`config.mk`:
```
export PLATFORM = sky130hd
export DESIGN_NAME = idli_uart_tx_m
export DESIGN_NICKNAME = d
export VERILOG_FILES = /design/src/rtl/idli_pkg.sv /design/src/rtl/idli_utx_fifo_m.sv /design/src/rtl/idli_uart_tx_m.sv
export SDC_FILE = /design/constraint.sdc
export NUM_CORES = 1
export LEC_CHECK = 0
export CELL_PAD_IN_SITES_DETAIL_PLACEMENT = 1
export CELL_PAD_IN_SITES_GLOBAL_PLACEMENT = 1
export CORE_AREA = 5 5 85 87
export CTS_BUF_LIST = sky130_fd_sc_hd__clkbuf_8
export DETAILED_ROUTE_END_ITERATION = 16
export DIE_AREA = 0 0 90 92
export DONT_BUFFER_PORTS = 1
export PLACE_DENSITY = 0.74
export SLEW_MARGIN = 20
export SYNTH_ARGS = -nofsm -noshare
export SYNTH_HDL_FRONTEND = slang
export SYNTH_HIERARCHICAL = 1
export SYNTH_SLANG_ARGS = --single-unit
```
`constraint.sdc`:
```
create_clock -name i_utx_gck -period 2.1 [get_ports i_utx_gck]
set_input_delay 0.315 -clock i_utx_gck [delete_from_list [all_inputs] [get_ports i_utx_gck]]
set_output_delay 0.315 -clock i_utx_gck [all_outputs]
set_load 0.005 [all_outputs]
```
`src/rtl/idli_pkg.sv`:
```
// Shared types and constants for the idli core.
//   sqi_data_t   : 4-bit nibble as produced by the execute unit's ALU.
//   uart_byte_t  : one UART payload byte.
//   utx_state_t  : UART TX serialiser states.
//   UART_START_BIT / UART_STOP_BIT : line levels for the framing bits.
package idli_pkg;

  typedef logic [3:0] sqi_data_t;
  typedef logic [7:0] uart_byte_t;

  typedef enum logic [1:0] {
    UTX_IDLE,
    UTX_START,
    UTX_DATA,
    UTX_STOP
  } utx_state_t;

  localparam logic UART_START_BIT = 1'b0;
  localparam logic UART_STOP_BIT  = 1'b1;

endpackage

```
`src/rtl/idli_utx_fifo_m.sv`:
```
// Synchronous byte FIFO feeding the UART TX serialiser.
//   clk_i   : clock
//   rst_i   : synchronous active-high reset, empties the FIFO
//   push_i  : write data_i this cycle (dropped if full and no pop)
//   data_i  : byte to write
//   pop_i   : consume the head entry this cycle (ignored when empty)
//   data_o  : head entry (valid whenever empty_o is low)
//   empty_o : no entries stored
//   rdy_o   : registered "not full"
//   drop_o  : pulses when a push is discarded because the FIFO is full
module idli_utx_fifo_m
  import idli_pkg::*;
#(
  parameter int DEPTH = 4
) (
  input  logic       clk_i,
  input  logic       rst_i,
  input  logic       push_i,
  input  uart_byte_t data_i,
  input  logic       pop_i,
  output uart_byte_t data_o,
  output logic       empty_o,
  output logic       rdy_o,
  output logic       drop_o
);

  localparam int AW = (DEPTH > 1) ? $clog2(DEPTH) : 1;
  localparam logic [AW:0] FULL_COUNT = (AW + 1)'(DEPTH);

  uart_byte_t    mem_q [DEPTH];
  logic [AW-1:0] wr_ptr_q, wr_ptr_d;
  logic [AW-1:0] rd_ptr_q, rd_ptr_d;
  logic [AW:0]   count_q, count_d;
  logic          rdy_q, rdy_d;

  logic full;
  logic empty;
  logic pop_ok;
  logic push_ok;

  assign full  = (count_q == FULL_COUNT);
  assign empty = (count_q == '0);

  // A pop in the same cycle frees the slot the push needs, so a full FIFO
  // still accepts the write when the serialiser is draining it.
  assign pop_ok  = pop_i & ~empty;
  assign push_ok = push_i & (~full | pop_ok);
  assign drop_o  = push_i & full & ~pop_ok;

  always_comb begin
    wr_ptr_d = wr_ptr_q;
    rd_ptr_d = rd_ptr_q;
    count_d  = count_q;
    // Pointers are AW bits wide and DEPTH is a power of two, so they wrap
    // naturally.
    if (push_ok) wr_ptr_d = wr_ptr_q + 1'b1;
    if (pop_ok)  rd_ptr_d = rd_ptr_q + 1'b1;
    if (push_ok && !pop_ok) begin
      count_d = count_q + 1'b1;
    end else if (!push_ok && pop_ok) begin
      count_d = count_q - 1'b1;
    end
    rdy_d = (count_d != FULL_COUNT);
  end

  always_ff @(posedge clk_i) begin
    if (rst_i) begin
      wr_ptr_q <= '0;
      rd_ptr_q <= '0;
      count_q  <= '0;
      rdy_q    <= 1'b1;
    end else begin
      wr_ptr_q <= wr_ptr_d;
      rd_ptr_q <= rd_ptr_d;
      count_q  <= count_d;
      rdy_q    <= rdy_d;
    end
  end

  // Storage carries no reset; occupancy is tracked by count_q alone.
  always_ff @(posedge clk_i) begin
    if (push_ok) mem_q[wr_ptr_q] <= data_i;
  end

  // Head entry is read combinationally so the serialiser can load it on
  // the same edge it pops.
  assign data_o  = mem_q[rd_ptr_q];
  assign empty_o = empty;
  assign rdy_o   = rdy_q;

endmodule

```
`src/rtl/idli_uart_tx_m.sv`:
```
// UART transmitter attached to the execute unit's nibble stream.
// Nibbles arrive low half first and are paired into bytes, queued in a
// small FIFO and sent as 8N1 frames.
//   i_utx_gck  : core clock
//   i_utx_rst  : synchronous active-high reset
//   i_utx_vld  : i_utx_data carries a nibble this cycle
//   i_utx_data : nibble from the ALU output
//   o_utx_rdy  : FIFO not full (status only)
//   o_utx_ovf  : sticky, a byte was dropped on a full FIFO
//   o_utx_idle : nothing queued, nothing in flight, no half byte pending
//   o_utx_tx   : serial line, idle high
module idli_uart_tx_m
  import idli_pkg::*;
#(
  parameter int CLKS_PER_BIT = 4,
  parameter int FIFO_DEPTH   = 4
) (
  input  logic      i_utx_gck,
  input  logic      i_utx_rst,
  input  logic      i_utx_vld,
  input  sqi_data_t i_utx_data,
  output logic      o_utx_rdy,
  output logic      o_utx_ovf,
  output logic      o_utx_idle,
  output logic      o_utx_tx
);

  localparam int BAUD_W = $clog2(CLKS_PER_BIT);
  localparam logic [BAUD_W-1:0] BAUD_LAST = BAUD_W'(CLKS_PER_BIT - 1);

  // Nibble assembly
  logic      phase_q, phase_d;
  sqi_data_t nib_lo_q, nib_lo_d;

  logic       fifo_push;
  uart_byte_t push_byte;

  always_comb begin
    phase_d  = phase_q;
    nib_lo_d = nib_lo_q;
    if (i_utx_vld) begin
      phase_d = ~phase_q;
      if (!phase_q) nib_lo_d = i_utx_data;
    end
  end

  assign fifo_push = i_utx_vld & phase_q;
  assign push_byte = {i_utx_data, nib_lo_q};

  // Byte FIFO
  logic       fifo_pop;
  uart_byte_t fifo_rdata;
  logic       fifo_empty;
  logic       fifo_rdy;
  logic       fifo_drop;

  idli_utx_fifo_m #(
    .DEPTH (FIFO_DEPTH)
  ) u_fifo (
    .clk_i   (i_utx_gck),
    .rst_i   (i_utx_rst),
    .push_i  (fifo_push),
    .data_i  (push_byte),
    .pop_i   (fifo_pop),
    .data_o  (fifo_rdata),
    .empty_o (fifo_empty),
    .rdy_o   (fifo_rdy),
    .drop_o  (fifo_drop)
  );

  logic ovf_q, ovf_d;
  assign ovf_d = ovf_q | fifo_drop;

  // Serialiser
  utx_state_t        state_q, state_d;
  logic [BAUD_W-1:0] baud_q, baud_d;
  logic [2:0]        bit_q, bit_d;
  uart_byte_t        shift_q, shift_d;
  logic              tx_q, tx_d;
  logic              baud_last;

  assign baud_last = (baud_q == BAUD_LAST);

  always_comb begin
    state_d  = state_q;
    baud_d   = baud_q;
    bit_d    = bit_q;
    shift_d  = shift_q;
    fifo_pop = 1'b0;
    tx_d     = UART_STOP_BIT;

    // The line level is a registered copy of the current state's bit, so
    // o_utx_tx trails the state register by one cycle; every bit period
    // keeps its full length and frames remain contiguous.
    case (state_q)
      UTX_IDLE: begin
        tx_d = UART_STOP_BIT;
        if (!fifo_empty) begin
          fifo_pop = 1'b1;
          shift_d  = fifo_rdata;
          baud_d   = '0;
          state_d  = UTX_START;
        end
      end
      UTX_START: begin
        tx_d = UART_START_BIT;
        if (baud_last) begin
          baud_d  = '0;
          bit_d   = '0;
          state_d = UTX_DATA;
        end else begin
          baud_d = baud_q + 1'b1;
        end
      end
      UTX_DATA: begin
        tx_d = shift_q[0];
        if (baud_last) begin
          baud_d  = '0;
          shift_d = {1'b0, shift_q[7:1]};
          if (bit_q == 3'd7) begin
            state_d = UTX_STOP;
          end else begin
            bit_d = bit_q + 1'b1;
          end
        end else begin
          baud_d = baud_q + 1'b1;
        end
      end
      UTX_STOP: begin
        tx_d = UART_STOP_BIT;
        if (baud_last) begin
          baud_d = '0;
          // Chain straight into the next frame to avoid an idle gap.
          if (!fifo_empty) begin
            fifo_pop = 1'b1;
            shift_d  = fifo_rdata;
            state_d  = UTX_START;
          end else begin
            state_d = UTX_IDLE;
          end
        end else begin
          baud_d = baud_q + 1'b1;
        end
      end
      default: begin
        state_d = UTX_IDLE;
      end
    endcase
  end

  always_ff @(posedge i_utx_gck) begin
    if (i_utx_rst) begin
      phase_q  <= 1'b0;
      nib_lo_q <= '0;
      ovf_q    <= 1'b0;
      state_q  <= UTX_IDLE;
      baud_q   <= '0;
      bit_q    <= '0;
      shift_q  <= '0;
      tx_q     <= UART_STOP_BIT;
    end else begin
      phase_q  <= phase_d;
      nib_lo_q <= nib_lo_d;
      ovf_q    <= ovf_d;
      state_q  <= state_d;
      baud_q   <= baud_d;
      bit_q    <= bit_d;
      shift_q  <= shift_d;
      tx_q     <= tx_d;
    end
  end

  assign o_utx_rdy  = fifo_rdy;
  assign o_utx_ovf  = ovf_q;
  assign o_utx_idle = fifo_empty & (state_q == UTX_IDLE) & ~phase_q;
  assign o_utx_tx   = tx_q;

endmodule

```
# Word level (Yosys, flattened, before mapping)
# Memories as Yosys holds them, arrays and structs flattened. A register that Yosys moved wholly into a read port is not among the register bits.
# Index checks and enable logic that the tools add are counted.
dict set report totals {
  input_bits 7
  memories 1
  output_inout_bits 4
  ramBits 32
  word_cells 87
  register_bits 30
}
dict set report op_classes {
  n_eq_ne 13
  reduce_logical 14
  add_sub_neg 6
  bitwise 13
  mux 28
}
# memory depth width rd rd_clocked_by_memory_dff wr line_no
set mem_list {}
lappend mem_list {u_fifo.mem_q 4 8 1 1 1 idli_utx_fifo_m.sv:30} ;# uart_byte_t mem_q [DEPTH];
# cell count
set op_table {}
lappend op_table {{two-way mux 8 bit} 3}
lappend op_table {{case mux 8 bit (3 select lines)} 1}
lappend op_table {{two-way mux 2 bit} 9}
lappend op_table {{two-way mux 3 bit} 5}
lappend op_table {{inequality test 2 bit, second input constant} 6}
lappend op_table {{case mux 2 bit (4 select lines)} 1}
lappend op_table {{AND 1 bit} 7}
lappend op_table {{adder 2 x 1 -> 2 bit, second input constant} 3}
lappend op_table {{adder 3 x 1 -> 3 bit, second input constant} 2}
lappend op_table {{equality test 2 bit, second input constant} 3}
lappend op_table {{equality test 3 bit, second input constant} 2}
lappend op_table {{case mux 3 bit (2 select lines)} 1}
lappend op_table {{two-way mux 1 bit} 5}
lappend op_table {{AND reduction 5 bit} 1}
lappend op_table {{inverter 1 bit} 4}
lappend op_table {{case mux 2 bit (2 select lines)} 1}
lappend op_table {{AND reduction 4 bit} 1}
lappend op_table {{zero test 3 bit} 1}
lappend op_table {{inequality test 3 bit, second input constant} 1}
lappend op_table {{case mux 1 bit (3 select lines)} 1}
lappend op_table {{AND reduction 3 bit} 1}
lappend op_table {{nonzero test 3 bit} 1}
lappend op_table {{OR reduction 3 bit} 1}
lappend op_table {{subtractor 3 x 1 -> 3 bit, second input constant} 1}
lappend op_table {{other kinds (9)} 12}

# Depth between registers and ports, before layout
# Gate-level depths: netlist of the first run.
dict set report depth {
  ltp_word 12
  ltp_mapped 10
  ltp_nobuf 10
}

# Cells and area by module
# The synthesis of the first run kept the hierarchy.
# mod area_each_um2 cells_per_inst instances
set modules_own_cells {}
lappend modules_own_cells {idli_utx_fifo_m 1742.9 109 1}
lappend modules_own_cells {idli_uart_tx_m 1268.7 134 1}

# Least setup slack after synthesis of the first run
# Ideal clock, no wire load.
dict set report synth_timing {
  path_kind {register to register}
  startpoint {register u_fifo.count_q[1]}
  endpoint {register u_fifo.rdy_q, in the netlist u_fifo/rdy_o}
  period_less_slack_ns 2.331
  path_slack_ns -0.231
  setup_ns 0.128
  stages_incl_launch_ff 11
  t_arrival_ns 2.203
  required_time_ns 1.972
  cell_sequence {dfxtp_1 inv_1 ha_1 nand2b_1 inv_1 nor3_1 nand2b_2 nor3b_1 a31o_1 a211oi_2 nand3_1}
}
dict set report synth_via {
  elab_chain_cells 12
  elab_cells_between_ends 19
  classes_between {add/sub (2); eq/ne (2); mux (5); bitwise (5); reduce/logical (5)}
}
# item line_no
set synth_lines {}
lappend synth_lines {{start: declaration} idli_utx_fifo_m.sv:33} ;# logic [AW:0] count_q, count_d;
lappend synth_lines {{start signal: assignment} idli_utx_fifo_m.sv:75} ;# count_q <= count_d;
lappend synth_lines {{zero test 3 bit *} idli_utx_fifo_m.sv:42} ;# assign empty = (count_q == '0);
lappend synth_lines {{net fifo_empty} idli_uart_tx_m.sv:53} ;# logic fifo_empty;
lappend synth_lines {{two-way mux 1 bit *} {idli_uart_tx_m.sv:98, idli_uart_tx_m.sv:134}}
lappend synth_lines {{two-way mux 1 bit} idli_uart_tx_m.sv:131} ;# if (baud_last) begin
lappend synth_lines {{case mux 1 bit (2 select lines) *} idli_uart_tx_m.sv:95} ;# case (state_q)
lappend synth_lines {{net fifo_pop} idli_uart_tx_m.sv:51} ;# logic fifo_pop;
lappend synth_lines {{AND 1 bit *} idli_utx_fifo_m.sv:46} ;# assign pop_ok = pop_i & ~empty;
lappend synth_lines {{bitwise OR 1 bit} idli_utx_fifo_m.sv:47} ;# assign push_ok = push_i & (~full | pop_ok);
lappend synth_lines {{AND 1 bit} idli_utx_fifo_m.sv:47}
lappend synth_lines {{zero test 1 bit} idli_utx_fifo_m.sv:60} ;# end else if (!push_ok && pop_ok) begin
lappend synth_lines {{logical AND 1 bit} idli_utx_fifo_m.sv:60}
lappend synth_lines {{two-way mux 3 bit} idli_utx_fifo_m.sv:60}
lappend synth_lines {{two-way mux 3 bit *} idli_utx_fifo_m.sv:58} ;# if (push_ok && !pop_ok) begin
lappend synth_lines {{inequality test 3 bit *} idli_utx_fifo_m.sv:63} ;# rdy_d = (count_d != FULL_COUNT);
lappend synth_lines {{end signal: assignment} idli_utx_fifo_m.sv:76} ;# rdy_q <= rdy_d;
lappend synth_lines {{end: declaration} idli_utx_fifo_m.sv:34} ;# logic rdy_q, rdy_d;
# The timed path passes the listed nets; every way through them passes the cells marked *.
# A chain may end at the register's enable or synchronous reset.

# Worst setup path in the final report of the first run
dict set report layout_timing {
  startpoint {register u_fifo.count_q[0]}
  endpoint {memory u_fifo/mem_q[2][0] (netlist name), enable pin}
}
dict set report layout_via {
  elab_chain_cells 9
  elab_cells_between_ends 12
  classes_between {eq/ne (1); mux (5); bitwise (5); reduce/logical (1)}
}
# item line_no
set layout_lines {}
lappend layout_lines {{zero test 3 bit *} idli_utx_fifo_m.sv:42}
lappend layout_lines {{net fifo_empty} idli_uart_tx_m.sv:53}
lappend layout_lines {{two-way mux 1 bit *} {idli_uart_tx_m.sv:98, idli_uart_tx_m.sv:134}}
lappend layout_lines {{two-way mux 1 bit} idli_uart_tx_m.sv:131}
lappend layout_lines {{case mux 1 bit (2 select lines) *} idli_uart_tx_m.sv:95}
lappend layout_lines {{net fifo_pop} idli_uart_tx_m.sv:51}
lappend layout_lines {{AND 1 bit *} idli_utx_fifo_m.sv:46}
lappend layout_lines {{bitwise OR 1 bit *} idli_utx_fifo_m.sv:47}
lappend layout_lines {{AND 1 bit *} idli_utx_fifo_m.sv:47}
lappend layout_lines {{two-way mux 1 bit *} idli_utx_fifo_m.sv:82} ;# if (push_ok) mem_q[wr_ptr_q] <= data_i;
lappend layout_lines {{two-way mux 1 bit (not written as such) *} idli_utx_fifo_m.sv:82}
lappend layout_lines {{end: declaration} idli_utx_fifo_m.sv:30}
# Marked as above.

==> results.md, run 1 <==
- Between clock sinks in the finished design, the worst skew comes to 0.0121 ns.
- After synthesis, flip-flops and latches occupy between 50% and 60% of the total area.
- The clock network burns 31.0% of the power.
- The detailed placer's ending HPWL is about 4400 um.
- The total routing resource utilization after global routing is 16.9%.
- After detailed routing, the average wire length per cell comes to between 15 and 20 um.
- The floorplan has 29 rows.
- The post-synthesis area per instance is about 12 um2.
- By area the synthesized netlist is led by edfxtp_1, dfxtp_1, ha_1, mux4_2, mux2_4.
- For the worst setup path, the data arrival time is 2.04 ns.
- The path class of the tightest hold or removal check is input port to flip-flop.
- The boundary pin count is 11.
- The final layout contains routed wiring with a total length of 6570 um.
- The critical path starts at u_fifo/count_q[0].
- Counting both buffers and inverters, the worst setup path holds a total of 3.
- For the pin with the worst max-slew slack, the measured transition is 0.604 ns.
- In this run the number of cells on the critical path is 8.
- In the final timing run, aggregate negative setup slack is 0 ns.
- The number of flops mapped to enable cells by yosys is 32.
- The number of clock sinks seen by CTS is 64.
- The share of the synthesized area in the top cell type is 31.9%.
- The residual overflow from global routing is 0.
- The highest achievable clock rate is 503 MHz.
- Of the total power, the share spent switching nets is 31.9%.
- The pin count of the biggest net entering global routing is 29.
- Leaving out filler cells and counting taps, the final layout contains 343.
- The number of buffers on the longest clock path is 2.
- Cell internal power was estimated by the tool at between 2 and 3 mW.
- The initial core utilization is 48.0%.
- The worst setup margin is 0.111 ns.
- The depth of the most critical reg-to-reg path is 8.
- The H-tree was split into 3 levels.
- The clock latency on the worst-skew pair is approximately 0.35 ns.
- The number of cells after detailed placement is 324.
- For this run, the post-layout net count is 284.
- The count of buffers from port buffering is 0.
- The routability congestion estimate from global placement is 0.729.
- The area of the core is ~6300 um2.
- The relative slew slack is between 50% and 60%.
- In the routed layout, each cell is associated on average with a via count of roughly 5.5.
- The number of antenna repair diodes is 0.
- The dominant cell type by area after synthesis is edfxtp_1.
- The finished layout cell area is roughly 3500 um2.
- The first detailed-routing pass took 6 iterations.
- Registers are responsible for 39.5% of the overall power.
- The ratio of total power to cell area is 1140 nW/um2.
- Setup violations remaining at the end of the flow were counted as 0.
- For this design the total switching power over the nets is 1.26 mW.
- The startpoint type of the worst setup path is a flip-flop.
- The tightest hold path in the finished design has a slack of 0.0339 ns.
- For this design the static power due to leakage is 1.26 nW.
- Relative to the synthesized area, the layout overhead comes to 15.3%.
- Combinational logic burns 29.6% of the power.
- The dominant synthesized flop cell is edfxtp_1.
- The number of antenna violations at the first check in global routing is 0.
- Counting every instance in the synthesized netlist gives 243.
- The critical path is of the flip-flop to flip-flop type.
- The final count of pins violating max slew is 0.
- The run finished with clean final reports.
- The number of hold violations in the final report is 0.
- The height of the die is about 90 um.
- The pre-CTS setup slack is 0.0128 ns.
- The unique cell type count in the Yosys netlist is 48.
- In the routed design, unresolved DRC markers number 0.
- Data on the critical path is required at its endpoint by roughly 2.2 ns.
- The period utilization is around 95%.
- After layout, the design draws a total of ~4.0 mW.
- The end of the critical path is u_fifo/mem_q[2][0].
- The setup slack of the most critical reg-to-reg path is 0.11 ns.
- In this run the critical register-to-register path is launched from u_fifo/count_q[0].
- The via count of the first global-routing pass is 2066.
- The destination of the worst register-to-register timing path is u_fifo/mem_q[2][0].
- The routed design could run at a clock period as short as between 1.5 and 2 ns.
- The first global-routing pass estimated 10800 um of wire.
- The floorplan step defined a die boundary enclosing slightly above 8000 um2.
- The clock input transition at the sequential cells of the worst setup and hold paths is 0.08 ns.
- The total placed instance area is around 3200 um2.
- The slowest stage of the critical path is the dfxtp_2 cell.
- The number of filler instances in the final layout is 639.
- Among cell families on the critical path, the largest total delay comes from simple AND/OR/NAND/NOR gates.
- The detailed router finished its first iteration with 88 violations.
- The synthesis warning total is 6.
- The max capacitance violation total is 0.
- The die is 90 um wide.
- The longest individual stage delay on the worst path is 0.35 ns.
- The clock tree from TritonCTS is done.
- Along the worst path, the maximum fanout reaches 6.
- VDD sags by at most 0.000499 V.
- Clock tree synthesis selected as its root buffer the cell clkbuf_8.
- In this run, synthesis produced a sequential element count of 64.
- Counting every net in the synthesized netlist gives 266.
- The critical path goes through inv_1 -> ha_1 -> nand2b_1 -> inv_2 -> nor3_4 -> o21a_2 -> and2_1 -> buf_4.
- Of all flip-flops after synthesis, the portion carrying an async set or reset was 0%.
- In this run the remaining antenna-violating nets after routing total 0.
- The proportion of layout cells with a drive suffix above 1 is 25.9%.
- STA classifies the critical path endpoint as a flip-flop.
- The CTS buffer count is 9.
- Cells fill 55.3% of the core in the end.
- After synthesis the cells add up to 3010 um2.
- The via total after detailed routing is 1875.
power by group through the flow:
stage / clock [mW] / combinational [mW] / sequential [mW]
final: 1.22 / 1.17 / 1.56
after global routing: 1.33 / 1.27 / 1.58
after CTS: 1.25 / 1.15 / 1.56
after detailed placement: 0 / 1.10 / 1.58
after global placement: 0 / 1.05 / 1.57
after floorplan: 0 / 0.862 / 1.55
registers in the layout (all words and copies together) (netlist names), named ones only:
| name | cells |
|---|---|
| o_utx_tx | 1 |
| phase_q | 1 |
| u_fifo/rdy_o | 1 |
| u_fifo/wr_ptr_q | 2 |
| u_fifo/mem_q | 32 |
| state_q | 2 |
| shift_q | 8 |
| u_fifo/count_q | 3 |
| bit_q | 3 |
| u_fifo/rd_ptr_q | 2 |
| o_utx_ovf | 1 |
| nib_lo_q | 4 |
| baud_q | 2 |
timing repair:
action,in CTS,in global routing
resized for setup,3,5
buffers inserted,0,2
setup endpoints to repair,1,3
pin swaps,1,2
hold endpoints to repair,0,1
hold buffers,0,1
final cells by class:
class | count | area, um2 | share of cell area (%)
Clock buffer | 9 | 124 | 3.57
Clock inverter | 7 | 103 | 2.95
Inverter | 10 | 37.5 | 1.08
Multi-Input combinational cell | 155 | 1310 | 37.6
Sequential cell | 64 | 1610 | 46.2
Tap cell | 77 | 96.3 | 2.77
Timing Repair Buffer | 21 | 201 | 5.80
kinds of logic (layout without fill, tap and decap cells):
| family | after synthesis | count (layout) | share of synthesized area (%) |
|---|---|---|---|
| AO/OA/AOI/OAI | 34 | 34 | 7.89 |
| flip-flops | 64 | 64 | 53.2 |
| buffers and inverters | 24 | 47 | 4.53 |
| adder cells (fa/ha/maj) | 16 | 16 | 6.65 |
| AND/OR/NAND/NOR | 77 | 77 | 14.4 |
| multiplexers | 23 | 23 | 11.9 |
| XOR/XNOR | 5 | 5 | 1.45 |
cell usage after synthesis (7+ instances only):
master / count
nand2_1: 13
ha_1: 16
nor2_1: 17
nor3_1: 10
a31oi_1: 9
mux2i_1: 7
inv_1: 10
edfxtp_1: 32
dfxtp_1: 32
mux4_2: 8
nor2b_1: 7
how the worst min path moves through the flow:
stage,startpoint,end,slack (ns),depth (start not counted)
floorplan,i_utx_data[0],u_fifo/mem_q[0][4],0.41,0
finish,i_utx_rst,u_fifo/count_q[1],0.03,1
CTS,i_utx_rst,u_fifo/count_q[0],0.01,1
detailed placement,i_utx_rst,bit_q[2],0.39,1
global route,i_utx_rst,u_fifo/count_q[1],0.006,1
global placement,i_utx_rst,bit_q[1],0.39,1
metal layers:
metal	global-route usage, %	routed length [um]	part of all wire, %	up-vias
li1	-	-	-	923
met1	18.5	2820	43	926
met2	31.3	3530	54	18
met3	4.83	162	2.5	8
met4	5.21	62	0.94	0
met5	0	0	0	-
cells in the final DEF (no fill, tap or decap), types with 3 or more instances in the layout:
master,instances
xnor2_1,3
nor2_1,17
clkbuf_8,9
buf_12,3
nor2b_1,7
mux2_4,5
o21ai_0,4
dfxtp_2,3
nor3b_1,3
ha_1,15
inv_1,9
nor3_1,9
a31oi_1,9
mux4_2,8
nand3_1,5
nand2b_1,3
nand2_1,13
edfxtp_1,32
mux2i_1,7
a21oi_1,5
nor4_2,5
buf_4,16
and2_1,6
dfxtp_1,29
(Power assumes the default switching activity.)
==> inputs of run 2 (changes only) <==
==> constraint.sdc (replaced) <==
create_clock -name i_utx_gck -period 2.1 [get_ports i_utx_gck]
set_input_delay 0.21 -clock i_utx_gck [delete_from_list [all_inputs] [get_ports i_utx_gck]]
set_output_delay 0.21 -clock i_utx_gck [all_outputs]
set_load 0.005 [all_outputs]
==> results.md, run 2 (same netlist as run 1, synthesis figures left out) <==
- The count of antenna-violating nets left after detailed routing is 0 (unchanged).
- The CTS buffer count came to 9 (unchanged).
- For this design, the slowest cell found on the critical path is dfxtp_2.
- The finished layout cell area is 3520 um2 (+1.3%).
- The height of the die came to 92 um (unchanged).
- The worst voltage drop across the vdd grid is 0.000498 V (-0.18%).
- The area of the core is 6280 um2 (unchanged).
- The worst setup path is launched from a flip-flop.
- The die footprint is 8280 um2 (unchanged).
- The via count of the first global-routing pass was 2079 (+0.63%).
- The number of hold violations in the final report is 0 (unchanged).
- The max capacitance violation total is 0 (unchanged).
- The leading cell type in the layout, fill and taps excluded is edfxtp_1.
- The family of cells with the greatest summed delay on the critical path is simple AND/OR/NAND/NOR gates.
- The relative slew slack is 59.2% (-0.44 points).
- The routability congestion estimate from global placement is 0.729 (unchanged).
- The aggregate negative setup slack is 0 ns (unchanged).
- In this run the critical register-to-register path is captured at u_fifo/mem_q[2][0].
- The cell depth of the worst hold path is 2 (+1).
- The clock input transition at the sequential cells of the worst setup and hold paths is 0.08 ns (about the same).
- The depth of the most critical reg-to-reg path is 8 (unchanged).
- The total number of placement rows is 29 (unchanged).
- The total routing resource utilization after global routing came to 17.1% (+0.24 points).
- The setup slack of the most critical reg-to-reg path came to 0.11 ns (about the same).
- The proportion of layout cells with a drive suffix above 1 is 25.8% (-0.11 points).
- The nature of the critical path endpoint is a flip-flop.
- The hold path startpoint is i_utx_data[3].
- The maximum net fanout on the critical path is 6 (unchanged).
- The critical path arrival was 2.05 ns (about the same).
- The detailed placer's ending HPWL is 4370 um (unchanged).
- The longest individual stage delay on the worst path is 0.35 ns (about the same).
- The critical setup path kind is flip-flop to flip-flop.
- The transition time of the tightest slew-check pin was 0.611 ns (+0.00654 ns).
- The number of antenna violations at the first check in global routing is 0 (unchanged).
- The period utilization is 95.0% (+0.22 points).
- The average wire length per cell after detail routing is 19.1 um (-0.42%).
- The largest registers in the layout are u_fifo/mem_q x32, shift_q x8, nib_lo_q x4.
- The wire length of the first global-routing pass is 10900 um (+1.2%).
- The violation count after the first detailed-route iteration came to 85 (-3.4%).
- The number of H-tree levels is 3 (unchanged).
- The first-pass detailed-route iteration total came to 4 (-2).
- The tightest min-delay check is of the input port to flip-flop type.
- The initial core utilization is 48.0% (unchanged).
- Walking the worst path, the cells encountered are inv_1 -> ha_1 -> nand2b_1 -> inv_2 -> nor3_4 -> o21a_2 -> and2_1 -> buf_4.
- The via total after detailed routing was 1904 (+1.5%).
- The clock tree from TritonCTS is done.
- The startpoint identified for the worst register-to-register timing path is u_fifo/count_q[0].
- The mean number of vias per cell came to 5.47 (about the same).
- The net total in the final layout is 289 (+1.8%).
- The leakage power figure came to 1.29 nW (+1.6%).
- The x dimension of the die is 90 um (unchanged).
- The ratio of total power to cell area is 1130 nW/um2 (-0.82%).
- The synthesis-to-finish area growth is 16.8%.
- The minimum clock period is 1.99 ns (+0.00463 ns).
- The number of clock sinks seen by CTS came to 64 (unchanged).
- In the layout the commonest cells are edfxtp_1, dfxtp_1, nor2_1.
- The number of buffers on the longest clock path is 2 (unchanged).
- The number of flip-flops under the largest register name was 32 (unchanged).
- The core occupancy in the finished layout is 56.0% (+0.72 points).
- The total placed instance area came to 3190 um2 (unchanged).
- The critical path depth in cells is 8 (unchanged).
- The register with the highest flop count is u_fifo/mem_q.
- The number of antenna repair diodes is 0 (unchanged).
- The flow ran to the end, and the final reports show no timing, DRC or antenna violations.
- The boundary pin count came to 11 (unchanged).
- The worst hold slack across all endpoints came to 0.0169 ns (-0.0170 ns).
- The setup clock skew after layout is 0.0129 ns (+0.000762 ns).
- The combined buffer and inverter count along the critical path came to 3 (unchanged).
- The highest achievable clock rate is 502 MHz (-0.23%).
- The clock latency on the worst-skew pair is 0.35 ns (about the same).
- The residual overflow from global routing is 0 (unchanged).
- The total DRC errors in the routed layout came to 0 (unchanged).
- The routed wire length is 6640 um (+1.0%).
- The final count of pins violating max slew is 0 (unchanged).
- The final number of setup-violating endpoints was 0 (unchanged).
- The total power is 3.97 mW (+0.47%).
- The count of buffers from port buffering was 0 (unchanged).
- The pin count of the biggest net entering global routing is 28 (-3.4%).
- The root buffer cell is clkbuf_8.
- The path with the worst hold slack has its endpoint at nib_lo_q[3].
- The data required time at the worst endpoint came to 2.15 ns (about the same).
## run 2: power breakdown
part           switching (mW)  internal (mW)
registers              0.0996           1.46
clock network           0.543          0.681
logic                   0.634          0.556
total                    1.28           2.70
## run 2: layout make-up
cell class              instances  area (um2)
clock buffers                   9         124
clock inverters                 7         103
multi-input cells             155        1310
repair buffers                 26         246
flip-flops and latches         64        1610
inverters                      10        37.5
fillers                       640        2760
well taps                      77        96.3
## run 2: how the worst max path moves through the flow
stage                      startpoint                 end  slack [ns]
floorplan           u_fifo/count_q[1]        u_fifo/rdy_o        0.05
global placement    u_fifo/count_q[0]        u_fifo/rdy_o        0.15
detailed placement         state_q[1]        u_fifo/rdy_o        0.01
CTS                 u_fifo/count_q[0]        u_fifo/rdy_o        0.03
global route        u_fifo/count_q[0]        u_fifo/rdy_o       -0.02
finish              u_fifo/count_q[0]  u_fifo/mem_q[2][0]        0.11
## run 2: per-layer routing
metal  vias up  routed length [um]  global-route usage (%)
met5         -                   0                       0
met2        23                3560                    31.6
met1       940                2830                    19.1
met4         0                  89                    5.21
li1        933                   -                       -
met3         8                 160                    4.66
## run 2: worst reg2reg max path: stages (launching register included)
cell and delay, ns:
dfxtp_2 0.35, inv_1 0.06, ha_1 0.21, nand2b_1 0.11, inv_2 0.07, nor3_4 0.31, o21a_2 0.27, and2_1 0.17
buf_4 0.16
## run 2: metrics by stage
stage | cells | setup WS [ns]
global placement | 324 | 0.146
global route | 348 | -0.0222
detailed placement | 324 | 0.0128
CTS | 346 | 0.0277
finish | 348 | 0.106
floorplan | 243 | 0.0484
## run 2: what timing repair did
action                                 in CTS  in global routing
hold buffers                                6                  0
setup endpoints to repair                   1                  8
endpoints found under the hold margin      45                  0
pin swaps                                   1                  2
buffers inserted                            0                  2
gates resized for setup                     3                  5
